`src/rtl/enigma_frame_buffer.sv`:
```
// enigma_frame_buffer: message-frame RAM between symbol source and Enigma core.
// Loads a frame, streams it through the core, then drains the encoded frame.
module enigma_frame_buffer #(
  parameter int SYMB_W = 7,
  parameter int DEPTH  = 128,
  parameter int ALPHA  = 26,
  parameter int CNT_W  = $clog2(DEPTH + 1)
) (
  input  logic              clk_i,
  input  logic              rst_i,
  input  logic              start_i,
  input  logic [CNT_W-1:0]  symb_numb_i,
  input  logic              abort_i,
  input  logic              symb_val_i,
  input  logic [SYMB_W-1:0] wrap_i,
  output logic              wrg_symb_o,
  output logic              len_err_o,
  output logic [7:0]        err_cnt_o,
  output logic [SYMB_W-1:0] in_en_o,
  output logic              en_val_o,
  input  logic              en_rdy_i,
  input  logic [SYMB_W-1:0] out_en_i,
  input  logic              encod_val_i,
  output logic [SYMB_W-1:0] wrap_o,
  output logic              wrap_val_o,
  input  logic              wrap_rdy_i,
  output logic              busy_o,
  output logic              done_o
);

  localparam int AW = $clog2(DEPTH);

  localparam logic [1:0] S_IDLE  = 2'd0;
  localparam logic [1:0] S_LOAD  = 2'd1;
  localparam logic [1:0] S_ENC   = 2'd2;
  localparam logic [1:0] S_DRAIN = 2'd3;

  localparam logic [CNT_W-1:0]  DEPTH_C = CNT_W'(DEPTH);
  localparam logic [CNT_W-1:0]  ONE     = CNT_W'(1);
  localparam logic [SYMB_W-1:0] ALPHA_C = SYMB_W'(ALPHA);

  logic [1:0]        state_q, state_d;
  logic [CNT_W-1:0]  len_q, len_d;
  logic [CNT_W-1:0]  wr_cnt_q, wr_cnt_d;
  logic [CNT_W-1:0]  iss_cnt_q, iss_cnt_d;
  logic [CNT_W-1:0]  ret_cnt_q, ret_cnt_d;
  logic [CNT_W-1:0]  rd_cnt_q, rd_cnt_d;
  logic [7:0]        err_cnt_q, err_cnt_d;
  logic [SYMB_W-1:0] in_en_q, in_en_d;
  logic              en_val_q, en_val_d;
  logic [SYMB_W-1:0] wrap_q, wrap_d;
  logic              wrap_val_q, wrap_val_d;
  logic              done_q, done_d;
  logic              len_err_q, len_err_d;

  logic [SYMB_W-1:0] in_mem  [DEPTH];
  logic [SYMB_W-1:0] out_mem [DEPTH];

  logic              legal;
  logic              in_load;
  logic              in_we;
  logic              out_we;
  logic              len_ok;
  logic [SYMB_W-1:0] in_rdata;
  logic [SYMB_W-1:0] out_rdata;

  assign legal   = (wrap_i != '0) && (wrap_i <= ALPHA_C);
  assign in_load = (state_q == S_LOAD) && symb_val_i;
  assign in_we   = in_load && legal && (wr_cnt_q < len_q);
  assign out_we  = (state_q == S_ENC) && encod_val_i
                   && (ret_cnt_q < len_q);
  assign len_ok  = (symb_numb_i != '0)
                   && (symb_numb_i <= DEPTH_C);

  assign in_rdata  = in_mem[iss_cnt_q[AW-1:0]];
  assign out_rdata = out_mem[rd_cnt_q[AW-1:0]];

  assign wrg_symb_o = in_load && !legal;
  assign len_err_o  = len_err_q;
  assign err_cnt_o  = err_cnt_q;
  assign in_en_o    = in_en_q;
  assign en_val_o   = en_val_q;
  assign wrap_o     = wrap_q;
  assign wrap_val_o = wrap_val_q;
  assign busy_o     = (state_q != S_IDLE);
  assign done_o     = done_q;

  // Frame RAMs: plaintext in, encoded out; contents survive reset.
  always_ff @(posedge clk_i) begin
    if (in_we) begin
      in_mem[wr_cnt_q[AW-1:0]] <= wrap_i;
    end
    if (out_we) begin
      out_mem[ret_cnt_q[AW-1:0]] <= out_en_i;
    end
  end

  // Next-state: FSM, counters and both registered stream ports.
  always_comb begin
    state_d    = state_q;
    len_d      = len_q;
    wr_cnt_d   = wr_cnt_q;
    iss_cnt_d  = iss_cnt_q;
    ret_cnt_d  = ret_cnt_q;
    rd_cnt_d   = rd_cnt_q;
    err_cnt_d  = err_cnt_q;
    in_en_d    = in_en_q;
    en_val_d   = en_val_q;
    wrap_d     = wrap_q;
    wrap_val_d = wrap_val_q;
    done_d     = 1'b0;
    len_err_d  = 1'b0;

    if (abort_i) begin
      state_d    = S_IDLE;
      wr_cnt_d   = '0;
      iss_cnt_d  = '0;
      ret_cnt_d  = '0;
      rd_cnt_d   = '0;
      err_cnt_d  = '0;
      en_val_d   = 1'b0;
      wrap_val_d = 1'b0;
    end else begin
      unique case (state_q)
        S_IDLE: begin
          if (start_i) begin
            if (len_ok) begin
              state_d   = S_LOAD;
              len_d     = symb_numb_i;
              wr_cnt_d  = '0;
              iss_cnt_d = '0;
              ret_cnt_d = '0;
              rd_cnt_d  = '0;
              err_cnt_d = '0;
            end else begin
              len_err_d = 1'b1;
            end
          end
        end

        S_LOAD: begin
          if (wrg_symb_o && (err_cnt_q != 8'hFF)) begin
            err_cnt_d = err_cnt_q + 8'd1;
          end
          if (in_we) begin
            wr_cnt_d = wr_cnt_q + ONE;
            if ((wr_cnt_q + ONE) == len_q) begin
              state_d = S_ENC;
            end
          end
        end

        S_ENC: begin
          // Refill the output register when empty or accepted.
          if (!en_val_q || en_rdy_i) begin
            if (iss_cnt_q < len_q) begin
              en_val_d  = 1'b1;
              in_en_d   = in_rdata;
              iss_cnt_d = iss_cnt_q + ONE;
            end else begin
              en_val_d = 1'b0;
            end
          end
          if (out_we) begin
            ret_cnt_d = ret_cnt_q + ONE;
            if ((ret_cnt_q + ONE) == len_q) begin
              state_d  = S_DRAIN;
              en_val_d = 1'b0;
            end
          end
        end

        S_DRAIN: begin
          if (!wrap_val_q || wrap_rdy_i) begin
            if (rd_cnt_q < len_q) begin
              wrap_val_d = 1'b1;
              wrap_d     = out_rdata;
              rd_cnt_d   = rd_cnt_q + ONE;
            end else if (wrap_val_q) begin
              wrap_val_d = 1'b0;
              done_d     = 1'b1;
              state_d    = S_IDLE;
            end
          end
        end

        default: begin
          state_d = S_IDLE;
        end
      endcase
    end
  end

  // State and output registers.
  always_ff @(posedge clk_i or negedge rst_i) begin
    if (!rst_i) begin
      state_q    <= S_IDLE;
      len_q      <= '0;
      wr_cnt_q   <= '0;
      iss_cnt_q  <= '0;
      ret_cnt_q  <= '0;
      rd_cnt_q   <= '0;
      err_cnt_q  <= '0;
      in_en_q    <= '0;
      en_val_q   <= 1'b0;
      wrap_q     <= '0;
      wrap_val_q <= 1'b0;
      done_q     <= 1'b0;
      len_err_q  <= 1'b0;
    end else begin
      state_q    <= state_d;
      len_q      <= len_d;
      wr_cnt_q   <= wr_cnt_d;
      iss_cnt_q  <= iss_cnt_d;
      ret_cnt_q  <= ret_cnt_d;
      rd_cnt_q   <= rd_cnt_d;
      err_cnt_q  <= err_cnt_d;
      in_en_q    <= in_en_d;
      en_val_q   <= en_val_d;
      wrap_q     <= wrap_d;
      wrap_val_q <= wrap_val_d;
      done_q     <= done_d;
      len_err_q  <= len_err_d;
    end
  end

endmodule
```
`config.mk`:
```
export PLATFORM = sky130hd
export DESIGN_NAME = enigma_frame_buffer
export DESIGN_NICKNAME = d
export VERILOG_FILES = /design/src/rtl/enigma_frame_buffer.sv
export SDC_FILE = /design/constraint.sdc
export NUM_CORES = 2
export LEC_CHECK = 0
export CORE_ASPECT_RATIO = 1.1
export CORE_UTILIZATION = 68
export DETAILED_ROUTE_END_ITERATION = 7
export GPL_TIMING_DRIVEN = 0
export PLACE_DENSITY = 0.85
export SYNTH_ARGS = -nofsm -noshare
export SYNTH_HDL_FRONTEND = slang
export SYNTH_SLANG_ARGS = --single-unit
```
`constraint.sdc`:
```
create_clock -name clk_i -period 10.25 [get_ports clk_i]
set_clock_uncertainty 0.15 [all_clocks]
set_input_delay 1.025 -clock clk_i [delete_from_list [all_inputs] [get_ports clk_i]]
set_output_delay 1.025 -clock clk_i [all_outputs]
set_load 0.05 [all_outputs]
```
==> results.tsv <==
metric	value	unit
Critical R2R Launch	len_q[2]$_DFFE_PN0P_	
FF-to-FF setup slack	4.81	ns
Static Leak	25.3	nW
CTS tree	yes	
# DRC	4	
Site Rows	126	
Final min period	5.44	ns
vias in the first global route	41931	
Worst Path Max Fanout	10	
Die W	316	µm
main combinational cell family by area after synthesis	multiplexers	
Max Transition Viols Final	22	
Worst path max stage delay	0.91	ns
Starting DRT DRC Count	7660	
kind of critical path	reg -> reg	
top_reg_cell synth	edfxtp_1	
Num CTS Buffers	171	
Die ar.	110000	µm²
status	finished with violations	
core footprint	108000	µm²
startpoint types	flip-flop	
height of the die	348	µm
Int Power	12.6	mW
buffer and inverter count on the worst path	3	
Sum Neg Setup Slack	0	ns
fmax	0.184	GHz
RD Place Congestion	1.02	
setup ws final	4.81	ns
hold wc startpoint	rd_cnt_q[7]$_DFFE_PN0P_	
final net count	4024	
top-area cell type share of the netlist area	72.8	%
post-CTS setup buffer count	0	
unrepaired setup endpoints after global routing	false	
initial antenna violation count	3	
post-synthesis xor/xnor area fraction	0.225	%
clk sinks	1860	
Worst-Margin Slew	1.66	ns
Hold EP	rd_cnt_q[7]$_DFFE_PN0P_	
Post-synth EDFFs	1792	
hold path depth	1	
number of max-cap violations	2	
CP Cell Sequence	clkbuf_1 > inv_1 > ha_1 > o21ai_0 > a21oi_1 > o41a_1 > nor2_1 > nand4b_1 > clkbuf_1 > nor2_1	
port bufs	57	
simple-gate share of the synthesized area	3.80	%
Clock Path Buffers	3	
Clk pwr share	37.8	%
reg2reg end	out_mem[67][2]$_DFFE_PP_	
Clock transition at path regs	0.07	ns
first-pass GRT wire length	311000	µm
share of layout cells above drive strength 1	20.6	%
R2R cell count	10	
Adder-Cell Fraction of Synth Area	0.660	%
period utilisation layout	53.1	%
Critical Path Sink Type	flip-flop	
Async SR Flop Fraction	3.66	%
sequential power share	50.4	%
worst vdd ir	0.198	mV
Arr. time, crit path	5.73	ns
CTS H-tree depth	4	
Worst Setup SP	len_q[2]$_DFFE_PN0P_	
Gate Count Post-Synth	3707	
Synth Net Count	3776	
family with the most delay on the worst path	simple AND/OR/NAND/NOR gates	
cell accounting for the most synthesized area	edfxtp_1	
Global Route Usage Sum	41.6	%
Ys Warns	0	
slowest CP cell	nand4b_1	
post-synthesis sequential area ratio	75.1	%
total wire length	224000	µm
# setup viols final	0	
Avg Inst Size Synth	19.9	µm²
Synth cell types	78	
Pre-antenna DRT Iters	8	
sw frac	24.8	%
final hold violation count	0	
power density cells	204	nW/µm²
detailed placer's ending HPWL	141000	µm
Antenna Nets Post-Route	0	
Synth Register Bits	1860	
Routed WL per cell	40.6	µm
failing checks	DRC, capacitance limit, slew limit	
CP required	10.54	ns
pre-CTS worst setup slack	4.94	ns
Starting Density	68.8	%
largest cells by area after synthesis	edfxtp_1 (73%), mux4_2 (14%), dfrtp_1 (2.3%)	
GRT overflow	0	
sw power	4.16	mW
Worst Hold Class	reg -> reg	
Vias/cell	7.65	
post-synthesis mux area share	14.9	%
Slew HR	-10.5	%
Synth Area in Compound Gates	3.70	%
Mapped Area	73900	µm²
Root Driver	clkbuf_16	
I/O Pins	58	
vias after detailed routing	42175	
pin count of the biggest net entering global routing	101	
combinational power share	11.8	%
Area Growth Syn to Fin	11.1	%
fillcell total	5586	
Skew-Pair Late Insertion Delay	0.81	ns
[synth_stat cells, types with 19 or more instances]
| cell | n |
|---|---|
| edfxtp_1 | 1792 |
| mux4_2 | 447 |
| nor2_1 | 326 |
| clkbuf_1 | 101 |
| nand2_1 | 94 |
| o21ai_0 | 79 |
| a22oi_1 | 77 |
| mux2i_1 | 77 |
| dfrtp_1 | 68 |
| a21oi_1 | 54 |
| nand3_1 | 42 |
| ha_1 | 39 |
| buf_4 | 37 |
| a221oi_1 | 32 |
| buf_2 | 32 |
| inv_1 | 24 |
| nor2b_1 | 24 |
| nand2b_1 | 19 |
| nand4_1 | 19 |
[how the worst max path moves through the flow]
stage | cells after the start | slack (ns) | endpoint
finish | 10 | 4.81 | out_mem[67][2]$_DFFE_PP_
global route | 10 | 4.71 | out_mem[19][6]$_DFFE_PP_
CTS | 10 | 5.05 | out_mem[19][3]$_DFFE_PP_
detailed placement | 6 | 4.94 | out_mem[19][0]$_DFFE_PP_
global placement | 8 | 1.71 | in_mem[104][0]$_DFFE_PP_
floorplan | 4 | 6.62 | wrg_symb_o
[stage by stage]
step	utilization, %	instance area (µm²)	total power, mW	hold WS, ns	std cells
2_1_floorplan	-	73900	9.76	0.305	3707
3_3_place_gp	70.9	76300	10.5	0.345	5172
3_5_place_dp	71.3	76700	10.5	0.342	5188
4_1_cts	76.4	82200	16.7	0.361	5507
5_1_grt	76.4	82200	17.1	0.368	5509
6_report	76.4	82200	16.8	0.370	5510
[cells by family after synthesis]
| family | count (synthesis) |
|---|---|
| xor+xnor | 19 |
| compound gates | 396 |
| mux | 539 |
| buf+inv | 235 |
| flops | 1860 |
| simple gates | 619 |
| fa+ha+maj | 39 |
[registers in the layout, summed over array words and instances, names as in the netlist]
register    flops
done_o          1
en_val_o        1
err_cnt_o       8
in_en_o         7
in_mem        896
iss_cnt_q       8
len_err_o       1
len_q           8
out_mem       896
rd_cnt_q        8
ret_cnt_q       8
state_q         2
wr_cnt_q        8
wrap_o          7
wrap_val_o      1
[what timing repair did]
action | in CTS | in global routing
endpoints found under the hold margin | 5 | 0
hold buffers | 1 | 0
gates resized for setup | 0 | 0
[routing by layer]
| metal | vias up | share of wire (%) | track usage, % | wire length, µm |
|---|---|---|---|---|
| li1 | 15832 | - | - | - |
| met1 | 21034 | 30 | 50.7 | 68200 |
| met2 | 4206 | 46 | 63.7 | 104000 |
| met3 | 1103 | 14 | 12.0 | 30400 |
| met4 | 0 | 9.6 | 31.1 | 21400 |
| met5 | - | 0 | 0 | 0 |
[area by class of cell]
cell class / instances / area, µm² / area share, %
clock inverter: 87 / 840 / 1.02
multi-input combinational: 1612 / 17200 / 21.0
buffer: 208 / 1130 / 1.37
inverter: 27 / 101 / 0.123
tap: 1408 / 1760 / 2.14
antenna: 2 / 5.00 / 0.00609
sequential: 1860 / 55500 / 67.5
clock buffer: 231 / 4640 / 5.64
timing repair buffer: 75 / 978 / 1.19
[power groups by stage]
stage,logic (mW),registers (mW),clock network [mW]
floorplan,1.06,8.69,0
global placement,1.84,8.66,0
detailed placement,1.90,8.62,0
CTS,1.92,8.46,6.31
global route,2.02,8.46,6.59
finish,1.98,8.47,6.35
[cells in the final DEF, fill, tap and decap left out, drive strengths merged, types with 56 or more instances in the layout]
cell	Yosys	layout
nand2	94	94
a22oi	77	77
nor2	326	326
clkinv	2	60
a21oi	56	56
clkbuf	102	334
dfrtp	68	68
edfxtp	1792	1792
o21ai	80	80
mux2i	77	77
mux4	447	447
buf	106	137
No activity file was read; power rests on OpenSTA's default activity.
